## src/rtl/regfile_wb_arbiter_if.sv

```systemverilog
// ----------------------------------------------------------------------------
// regfile_wb_arbiter_if
// Bundles the write-back requester handshake, the decode-side scoreboard
// query and the RegisterFile write port of regfile_wb_arbiter.
//
//   req_valid/req_rd/req_data/req_ready : per-requester valid/ready write-back
//   issue_valid/issue_rd                : decode marks a destination pending
//   rs1/rs2/busy_rs1/busy_rs2           : decode hazard query
//   rf_reg_write/rf_rd/rf_write_data    : registered RegisterFile write port
//   pending                             : scoreboard vector (visibility)
//
// Modports: slave = the arbiter, master = requesters/decode/observer.
// ----------------------------------------------------------------------------
interface regfile_wb_arbiter_if #(
    parameter int NUM_REQ = 3,
    parameter int XLEN    = 32
);
    logic [NUM_REQ-1:0]      req_valid;
    logic [5*NUM_REQ-1:0]    req_rd;
    logic [XLEN*NUM_REQ-1:0] req_data;
    logic [NUM_REQ-1:0]      req_ready;
    logic                    issue_valid;
    logic [4:0]              issue_rd;
    logic [4:0]              rs1;
    logic [4:0]              rs2;
    logic                    busy_rs1;
    logic                    busy_rs2;
    logic                    rf_reg_write;
    logic [4:0]              rf_rd;
    logic [XLEN-1:0]         rf_write_data;
    logic [31:0]             pending;

    modport slave (
        input  req_valid, req_rd, req_data, issue_valid, issue_rd, rs1, rs2,
        output req_ready, busy_rs1, busy_rs2, rf_reg_write, rf_rd,
               rf_write_data, pending
    );

    modport master (
        output req_valid, req_rd, req_data, issue_valid, issue_rd, rs1, rs2,
        input  req_ready, busy_rs1, busy_rs2, rf_reg_write, rf_rd,
               rf_write_data, pending
    );
endinterface

```

## src/rtl/regfile_wb_arbiter.sv

```systemverilog
// ----------------------------------------------------------------------------
// regfile_wb_arbiter
// Shares the single RegisterFile write port among NUM_REQ write-back
// requesters. Arbitration is combinational round-robin starting at ptr; the
// winner is registered into the rf_* output stage (one cycle latency, one
// write per cycle). A one-bit-per-register scoreboard tracks issued but not
// yet written destinations and answers busy queries for rs1/rs2.
//
// Ports:
//   clk   - clock, all state updates on posedge
//   reset - asynchronous, active-high reset
//   bus   - regfile_wb_arbiter_if.slave (requesters, decode, RF write port)
//
// Build option:
//   WB_ARB_FIXED_PRIO_EN - fixed priority (lowest index wins), no ptr register
// ----------------------------------------------------------------------------
module regfile_wb_arbiter #(
    parameter int NUM_REQ = 3,
    parameter int XLEN    = 32
) (
    input logic                 clk,
    input logic                 reset,
    regfile_wb_arbiter_if.slave bus
);
    localparam int PTR_W = (NUM_REQ > 1) ? $clog2(NUM_REQ) : 1;

    logic [NUM_REQ-1:0] req_ready_c;
    logic               grant_valid;
    logic [4:0]         grant_rd;
    logic [XLEN-1:0]    grant_data;

    logic               rf_reg_write_q, rf_reg_write_d;
    logic [4:0]         rf_rd_q, rf_rd_d;
    logic [XLEN-1:0]    rf_write_data_q, rf_write_data_d;
    logic [31:0]        pending_q, pending_d;

`ifndef WB_ARB_FIXED_PRIO_EN
    logic [PTR_W-1:0]   ptr_q, ptr_d;
`endif

    // Winner search. Round-robin walks a doubled index range so that the
    // wrap-around is expressed with constant indices only.
    always_comb begin
        req_ready_c = '0;
        grant_valid = 1'b0;
`ifdef WB_ARB_FIXED_PRIO_EN
        for (int j = 0; j < NUM_REQ; j++) begin
            if (!grant_valid && bus.req_valid[j]) begin
                grant_valid    = 1'b1;
                req_ready_c[j] = 1'b1;
            end
        end
`else
        for (int j = 0; j < 2 * NUM_REQ; j++) begin
            if (!grant_valid && (j >= int'(ptr_q)) && bus.req_valid[j % NUM_REQ]) begin
                grant_valid              = 1'b1;
                req_ready_c[j % NUM_REQ] = 1'b1;
            end
        end
`endif
    end

    // One-hot mux of the winning requester's payload.
    always_comb begin
        grant_rd   = '0;
        grant_data = '0;
`ifndef WB_ARB_FIXED_PRIO_EN
        ptr_d      = ptr_q;
`endif
        for (int k = 0; k < NUM_REQ; k++) begin
            if (req_ready_c[k]) begin
                grant_rd   = bus.req_rd[k*5 +: 5];
                grant_data = bus.req_data[k*XLEN +: XLEN];
`ifndef WB_ARB_FIXED_PRIO_EN
                ptr_d      = (k == NUM_REQ - 1) ? '0 : PTR_W'(k + 1);
`endif
            end
        end
    end

    // Output stage: rd/data hold when idle, only reg_write drops. A grant to
    // x0 is consumed but never turned into a write.
    always_comb begin
        rf_reg_write_d  = 1'b0;
        rf_rd_d         = rf_rd_q;
        rf_write_data_d = rf_write_data_q;
        if (grant_valid) begin
            rf_rd_d         = grant_rd;
            rf_write_data_d = grant_data;
            rf_reg_write_d  = (grant_rd != 5'd0);
        end
    end

    // Scoreboard: the set is applied after the clear so a new producer
    // issued in the write-back cycle of an older one stays outstanding.
    always_comb begin
        pending_d = pending_q;
        if (rf_reg_write_q) begin
            pending_d[rf_rd_q] = 1'b0;
        end
        if (bus.issue_valid && (bus.issue_rd != 5'd0)) begin
            pending_d[bus.issue_rd] = 1'b1;
        end
        pending_d[0] = 1'b0;
    end

    always_ff @(posedge clk or posedge reset) begin
        if (reset) begin
            rf_reg_write_q  <= 1'b0;
            rf_rd_q         <= '0;
            rf_write_data_q <= '0;
            pending_q       <= '0;
        end else begin
            rf_reg_write_q  <= rf_reg_write_d;
            rf_rd_q         <= rf_rd_d;
            rf_write_data_q <= rf_write_data_d;
            pending_q       <= pending_d;
        end
    end

`ifndef WB_ARB_FIXED_PRIO_EN
    always_ff @(posedge clk or posedge reset) begin
        if (reset) begin
            ptr_q <= '0;
        end else begin
            ptr_q <= ptr_d;
        end
    end
`endif

    assign bus.req_ready     = req_ready_c;
    assign bus.rf_reg_write  = rf_reg_write_q;
    assign bus.rf_rd         = rf_rd_q;
    assign bus.rf_write_data = rf_write_data_q;
    assign bus.pending       = pending_q;
    // pending_q[0] is never set, so x0 always reads not-busy.
    assign bus.busy_rs1      = pending_q[bus.rs1];
    assign bus.busy_rs2      = pending_q[bus.rs2];

endmodule

```

## src/flat_wrapper.sv

```systemverilog
// flat-port wrapper written by rule: the top's interface ports become plain ports
module regfile_wb_arbiter_flat 
#(
    parameter int NUM_REQ = 3,
    parameter int XLEN    = 32
)
  (clk, reset, bus_req_valid, bus_req_rd, bus_req_data, bus_issue_valid, bus_issue_rd, bus_rs1, bus_rs2, bus_req_ready, bus_busy_rs1, bus_busy_rs2, bus_rf_reg_write, bus_rf_rd, bus_rf_write_data, bus_pending);
  regfile_wb_arbiter_if #(.NUM_REQ(NUM_REQ), .XLEN(XLEN)) bus_i ();
  input logic clk;
  input logic reset;
  input wire logic [$bits(bus_i.req_valid)-1:0] bus_req_valid;
  input wire logic [$bits(bus_i.req_rd)-1:0] bus_req_rd;
  input wire logic [$bits(bus_i.req_data)-1:0] bus_req_data;
  input wire logic [$bits(bus_i.issue_valid)-1:0] bus_issue_valid;
  input wire logic [$bits(bus_i.issue_rd)-1:0] bus_issue_rd;
  input wire logic [$bits(bus_i.rs1)-1:0] bus_rs1;
  input wire logic [$bits(bus_i.rs2)-1:0] bus_rs2;
  output wire logic [$bits(bus_i.req_ready)-1:0] bus_req_ready;
  output wire logic [$bits(bus_i.busy_rs1)-1:0] bus_busy_rs1;
  output wire logic [$bits(bus_i.busy_rs2)-1:0] bus_busy_rs2;
  output wire logic [$bits(bus_i.rf_reg_write)-1:0] bus_rf_reg_write;
  output wire logic [$bits(bus_i.rf_rd)-1:0] bus_rf_rd;
  output wire logic [$bits(bus_i.rf_write_data)-1:0] bus_rf_write_data;
  output wire logic [$bits(bus_i.pending)-1:0] bus_pending;
  assign bus_i.req_valid = bus_req_valid;
  assign bus_i.req_rd = bus_req_rd;
  assign bus_i.req_data = bus_req_data;
  assign bus_i.issue_valid = bus_issue_valid;
  assign bus_i.issue_rd = bus_issue_rd;
  assign bus_i.rs1 = bus_rs1;
  assign bus_i.rs2 = bus_rs2;
  assign bus_req_ready = bus_i.req_ready;
  assign bus_busy_rs1 = bus_i.busy_rs1;
  assign bus_busy_rs2 = bus_i.busy_rs2;
  assign bus_rf_reg_write = bus_i.rf_reg_write;
  assign bus_rf_rd = bus_i.rf_rd;
  assign bus_rf_write_data = bus_i.rf_write_data;
  assign bus_pending = bus_i.pending;
  regfile_wb_arbiter #(.NUM_REQ(NUM_REQ), .XLEN(XLEN)) u_core (.clk(clk), .reset(reset), .bus(bus_i));
endmodule
```

## config.mk

```make
export PLATFORM = sky130hd
export DESIGN_NAME = regfile_wb_arbiter_flat
export DESIGN_NICKNAME = d
export VERILOG_FILES = /design/src/rtl/regfile_wb_arbiter_if.sv /design/src/rtl/regfile_wb_arbiter.sv /design/src/flat_wrapper.sv
export SDC_FILE = /design/constraint.sdc
export NUM_CORES = 1
export LEC_CHECK = 0
export ABC_CLOCK_PERIOD_IN_PS = 1900
export BUFFER_PORTS_ARGS = -buffer_cell sky130_fd_sc_hd__buf_2
export CAP_MARGIN = 20
export CORE_MARGIN = 4
export CORE_UTILIZATION = 41
export DETAILED_ROUTE_END_ITERATION = 7
export PLACE_DENSITY = 0.88
export SLEW_MARGIN = 20
export SYNTH_ARGS = -nofsm -noshare
export SYNTH_HDL_FRONTEND = slang
export SYNTH_SLANG_ARGS = --single-unit
```

## constraint.sdc

```tcl
create_clock -name clk -period 1.9 [get_ports clk]
set_input_delay 0.19 -clock clk [delete_from_list [all_inputs] [get_ports clk]]
set_output_delay 0.19 -clock clk [all_outputs]
set_load 0.01 [all_outputs]
```

==> flow_metrics.env, run 1 <==
export IMPL_status="finished, violations left"
export IMPL_violations="setup timing"
export IMPL_max_vdd_ir_drop_mv=0.5093
export IMPL_min_from="bus_req_rd[3]"
export IMPL_grt_pass1_vias=4072
export IMPL_syn_nets=502
export IMPL_clock_skew_ns=0.007243
export IMPL_syn_area_per_cell_sq_um=10.13
export IMPL_clock_latency_ns=0.34
export IMPL_async_flop_share_pct=100.0
export IMPL_wl_per_cell_um=19.57
export IMPL_h_tree_depth=3
export IMPL_place_gp_congestion=0.9233
export IMPL_finalMaxSlewViolations=0
export IMPL_start_kind="flip-flop"
export IMPL_grt_overflow=0
export IMPL_cp_max_fo=3
export IMPL_cts_buffers=9
export IMPL_core_area_sq_mm=0.008806
export IMPL_r2r_slack_ns=0.13
export IMPL_hpwlAfterDp_um=10130
export IMPL_finalInstanceArea_sq_mm=0.005250
export IMPL_synth_seq_cells=71
export IMPL_drv_cap=0
export IMPL_cellLeakagePower_nw=2.442
export IMPL_portBuffers=205
export IMPL_worstSetupPathType="reg -> out"
export IMPL_grt_pass1_wl_um=20980
export IMPL_cts_tree="yes"
export IMPL_synthToLayoutAreaGrowth_pct=40.01
export IMPL_drt_iter0_drc=415
export IMPL_relSlewSlack_pct=57.34
export IMPL_finalWorstSetupSlack_ns=-0.09987
export IMPL_worst_pin_slew_ns=0.6350
export IMPL_via_per_inst=6.070
export IMPL_crit_arrival_ns=1.81
export IMPL_yosysWarnings=0
export IMPL_root_buffer="clkbuf_8"
export IMPL_io_pins=207
export IMPL_cts_sinks=71
export IMPL_p_per_area_mw_per_mm2=1273
export IMPL_drt_total_wl_um=13430
export IMPL_r2r_cells=5
export IMPL_hold_depth=3
export IMPL_place_area_sq_mm=0.004918
export IMPL_vias=4164
export IMPL_antenna_found_initial=1
export IMPL_clk_path_buf_depth=2
export IMPL_syn_cell_area_sq_mm=0.003750
export IMPL_holdWs_ns=0.09019
export IMPL_fin_crit_ns=2.000
export IMPL_fp_dieW_um=103.6
export IMPL_startpoint="u_core.bus.pending[19]"
export IMPL_grt_setup_unrepaired="yes"
export IMPL_r2r_start="u_core.ptr_q[1]"
export IMPL_ys_types=40
export IMPL_ys_seq_area_share_pct=47.38
export IMPL_antenna_cells=0
export IMPL_detail_route_antenna_nets=0
export IMPL_finalHoldViolations=0
export IMPL_drc_errors=0
export IMPL_grtUsageTotal_pct=24.02
export IMPL_syn_inst=370
export IMPL_synth_edf_count=0
export IMPL_nets=705
export IMPL_die_area_sq_mm=0.01074
export IMPL_rows=34
export IMPL_fmax_ghz=0.5000
export IMPL_clkSlewWorstSetupHoldPaths_ns=0.08
export IMPL_grt_max_degree=65
export IMPL_firstDrtPassIters=8
export IMPL_min_path_type="in -> reg"
export IMPL_fin_crit_sh_pct=105.3
export IMPL_ys_flop_type="dfrtp_1"
export IMPL_place_ws_ns=0.1513
export IMPL_final_layout_size_suffix_gt1_share_pct=45.33
export IMPL_start_util_pct=42.58
export IMPL_cp_end_kind="primary output"
export IMPL_critPathRequiredTime_ns=1.71
export IMPL_setup_viol=2
export IMPL_dieHeight_um=103.6
-- cell usage in the layout, fill, tap and decap left out, types with 3 or more instances in the layout --
master / instances
buf_2: 205
dfrtp_1: 69
o21ai_0: 65
nor2_1: 42
a21oi_1: 36
a222oi_1: 35
nand2_1: 16
mux4_2: 14
nand3b_1: 13
clkbuf_8: 9
buf_4: 9
nand3_1: 6
a22oi_1: 4
buf_12: 4
nand2b_1: 3
nor3_1: 3
or3b_2: 3
bufinv_16: 3
-- kinds of logic after synthesis --
kind of cell               count (synthesis)  share of synthesized area (%)
muxes                                     18                          9.543
buffers and inverters                     30                          3.603
and+or+nand+nor                           98                          13.05
AOI/OAI and AO/OA                        151                          26.06
other                                      1                         0.1000
DFF                                       71                          47.38
adders and majority gates                  1                         0.2669
-- layout make-up --
class,count,area [sq um]
Clock buffer,9,123.9
Clock inverter,7,120.1
Fill cell,747,3556
Inverter,3,15.01
Multi-Input combinational cell,269,1893
Sequential cell,71,1779
Tap cell,108,135.1
Timing Repair Buffer,219,1184
-- worst max-delay path: stages (launching register included) --
cell and delay (ns):
dfrtp_1 0.42, mux4_2 0.50, nor4b_2 0.23, nor2_1 0.06, nand2_1 0.06, a211oi_1 0.04
buf_2 0.15
-- Yosys cell counts (4+ instances only) --
cell type | n | area [sq um]
nand3b_1 | 13 | 97.59
mux4_2 | 14 | 315.3
nand2_1 | 17 | 63.81
nor2_1 | 42 | 157.7
dfrtp_1 | 71 | 1777
a222oi_1 | 35 | 350.3
buf_2 | 8 | 40.04
nand3_1 | 6 | 30.03
a21oi_1 | 36 | 180.2
clkbuf_1 | 15 | 56.30
o21ai_0 | 65 | 325.3
a22oi_1 | 4 | 30.03
-- state kept, by name, summed over array words and instances (netlist names) --
signal and flops:
u_core.bus.pending 31, u_core.bus.rf_rd 5, u_core.bus.rf_reg_write 1, u_core.bus.rf_write_data 32, u_core.ptr_q 2
-- stage by stage --
step / instances / TNS [ns] / util, % / total power, mW
after floorplan: 370 / 0 / - / 3.873
after global placement: 666 / 0 / 55.85 / 4.984
after detailed placement: 666 / 0 / 55.85 / 5.096
after CTS: 686 / -0.2116 / 59.56 / 6.666
after global routing: 686 / -0.3659 / 59.62 / 7.053
final: 686 / -0.1781 / 59.62 / 6.685
-- layer usage --
layer	vias to the layer above	wire length, um	GRT usage [%]
met2	273	6838	42.29
met3	29	1375	7.214
met4	2	247	6.838
met5	-	13	0
met1	2001	4952	28.49
li1	1859	-	-
-- path summary, 6_finish.rpt --
check,endpoint
min reg2reg,u_core.bus.rf_write_data[5]
max reg2reg,u_core.bus.rf_write_data[7]
min in group asynchronous,u_core.bus.rf_write_data[17]
max,bus_busy_rs2
min,u_core.bus.rf_rd[3]
max in group asynchronous,u_core.bus.pending[25]
-- report_power, final --
group	switching (mW)	internal, mW	total, mW	leakage (nW)
Sequential	0.578	2.04	2.62	0.837
Combinational	1.34	1.24	2.59	1.49
Clock	0.602	0.877	1.48	0.120
-- timing repair --
action | 4_1_cts | 5_1_grt
endpoints found under the setup margin | 2 | 4
gates resized for setup | 8 | 3
endpoints found under the hold margin | 66 | 0
hold buffers | 1 | 0
setup buffers | 3 | 0
pin swaps | 2 | 0
No activity file was read; power rests on OpenSTA's default activity.
==> run 2, diff against run 1 <==
==> constraint.sdc (replaced) <==
create_clock -name clk -period 1.9 [get_ports clk]
set_input_delay 0.19 -clock clk [delete_from_list [all_inputs] [get_ports clk]]
set_output_delay 0.19 -clock clk [all_outputs]
set_load 0.005 [all_outputs]
==> flow_metrics.env, run 2 (synthesis gave the netlist of run 1 again) <==
export IMPL_status="finished, violations left"
export IMPL_violations="setup timing"
export IMPL_detail_route_antenna_nets=0
export IMPL_setup_viol=2
export IMPL_final_util_pct=59.78
export IMPL_finalMaxSlewViolations=0
export IMPL_finalInstanceArea_sq_mm=0.005264
export IMPL_holdWs_ns=0.09096
export IMPL_drv_cap=0
export IMPL_dieHeight_um=103.6
export IMPL_firstDrtPassIters=6
export IMPL_die_area_sq_mm=0.01074
export IMPL_hpwlAfterDp_um=10240
export IMPL_clock_skew_ns=0.01076
export IMPL_mostFrequentLayoutCells="buf_2, dfrtp_1, o21ai_0"
export IMPL_finalHoldViolations=0
export IMPL_fp_dieW_um=103.6
export IMPL_cts_buffers=9
export IMPL_io_pins=207
export IMPL_cp_end_kind="primary output"
export IMPL_final_layout_size_suffix_gt1_share_pct=45.33
export IMPL_core_area_sq_mm=0.008806
export IMPL_path_buf_inv=1
export IMPL_relSlewSlack_pct=57.96
export IMPL_portBuffers=205
export IMPL_min_path_type="in -> reg"
export IMPL_drt_iter0_drc=375
export IMPL_synthToLayoutAreaGrowth_pct=40.37
export IMPL_crit_arrival_ns=1.87
export IMPL_clock_latency_ns=0.34
export IMPL_place_area_sq_mm=0.004931
export IMPL_cellLeakagePower_nw=2.444
export IMPL_max_vdd_ir_drop_mv=0.5556
export IMPL_fin_setup_tns_ns=-0.2835
export IMPL_critPathRequiredTime_ns=1.71
export IMPL_cpLargestDelayFamily="multiplexers"
export IMPL_start_util_pct=42.58
export IMPL_grt_overflow=0
export IMPL_grt_max_degree=65
export IMPL_place_ws_ns=0.1272
export IMPL_nets=705
export IMPL_slowest_stage="mux4_2"
export IMPL_rows=34
export IMPL_grt_pass1_vias=4385
export IMPL_finalWorstSetupSlack_ns=-0.1616
export IMPL_drt_total_wl_um=13790
export IMPL_antenna_cells=0
export IMPL_drc_errors=0
export IMPL_fin_crit_sh_pct=108.5
export IMPL_start_kind="flip-flop"
export IMPL_h_tree_depth=3
export IMPL_antenna_found_initial=1
export IMPL_via_per_inst=6.138
export IMPL_place_gp_congestion=0.9551
export IMPL_fmax_ghz=0.4851
export IMPL_grt_setup_unrepaired="yes"
export IMPL_worst_pin_slew_ns=0.6257
export IMPL_crit_chain="mux4_2 > a2111oi_4 > a211oi_1 > buf_2"
export IMPL_grt_pass1_wl_um=21890
export IMPL_cts_tree="yes"
export IMPL_worstSetupPathType="reg -> out"
export IMPL_final_common_cell="buf_2"
export IMPL_cts_sinks=71
export IMPL_clk_path_buf_depth=2
export IMPL_cp_max_fo=4
export IMPL_clkSlewWorstSetupHoldPaths_ns=0.08
export IMPL_grtUsageTotal_pct=25.11
export IMPL_vias=4211
export IMPL_p_per_area_mw_per_mm2=1228
export IMPL_cpPeakStageDelay_ns=0.52
export IMPL_fin_crit_ns=2.062
export IMPL_largest_reg_flops=32
export IMPL_wl_per_cell_um=20.10
export IMPL_root_buffer="clkbuf_8"
==> run 2: repair_timing <==
item,CTS,global route
hold buffers,1,0
buffers inserted,2,1
resized for setup,7,4
setup endpoints to repair,2,5
pin swaps,1,2
endpoints found under the hold margin,16,0
==> run 2: layout make-up <==
class,instances,area [sq um]
clock buffer,9,123.9
clock inverter,7,121.4
fill,757,3542
inverter,3,15.01
multi-input combinational,269,1894
sequential,71,1778
tap,108,135.1
timing repair buffer,219,1196
==> run 2: final timing paths <==
check / startpoint / endpoint / slack (ns) / cells after the start
min in group asynchronous: reset / u_core.bus.rf_write_data[16] / 0.40 / 3
worst min register to register: u_core.bus.rf_write_data[26] / u_core.bus.rf_write_data[26] / 0.52 / 2
worst max register to register: u_core.ptr_q[1] / u_core.bus.rf_reg_write / 0.12 / 5
worst max-delay path: u_core.bus.pending[6] / bus_busy_rs1 / -0.16 / 4
max in group asynchronous: reset / u_core.bus.rf_write_data[25] / 0.92 / 4
worst min-delay path: bus_req_rd[3] / u_core.bus.rf_rd[3] / 0.09 / 3
==> run 2: tightest hold or removal path, cell delays in order <==
cell	delay [ns]
buf_2	0.09
a22oi_1	0.07
nand2_1	0.06
==> run 2: through the flow <==
stage	std cells	power (mW)
2_1_floorplan	370	3.662
3_3_place_gp	666	4.758
3_5_place_dp	666	4.888
4_1_cts	685	6.423
5_1_grt	686	6.844
6_report	686	6.462
==> run 2: report_power, final <==
part / leakage [nW] / switching, mW / internal, mW / total [mW]
registers: 0.838 / 0.583 / 2.04 / 2.62
logic: 1.48 / 1.15 / 1.23 / 2.38
clock network: 0.123 / 0.587 / 0.876 / 1.46
==> run 2: layer usage <==
metal	share of wire, %	track usage, %	vias to the layer above
met1	35	28.55	1980
met2	51	43.60	323
met5	0.094	0	-
met3	12	7.587	43
li1	-	-	1863
met4	2.4	11.21	2
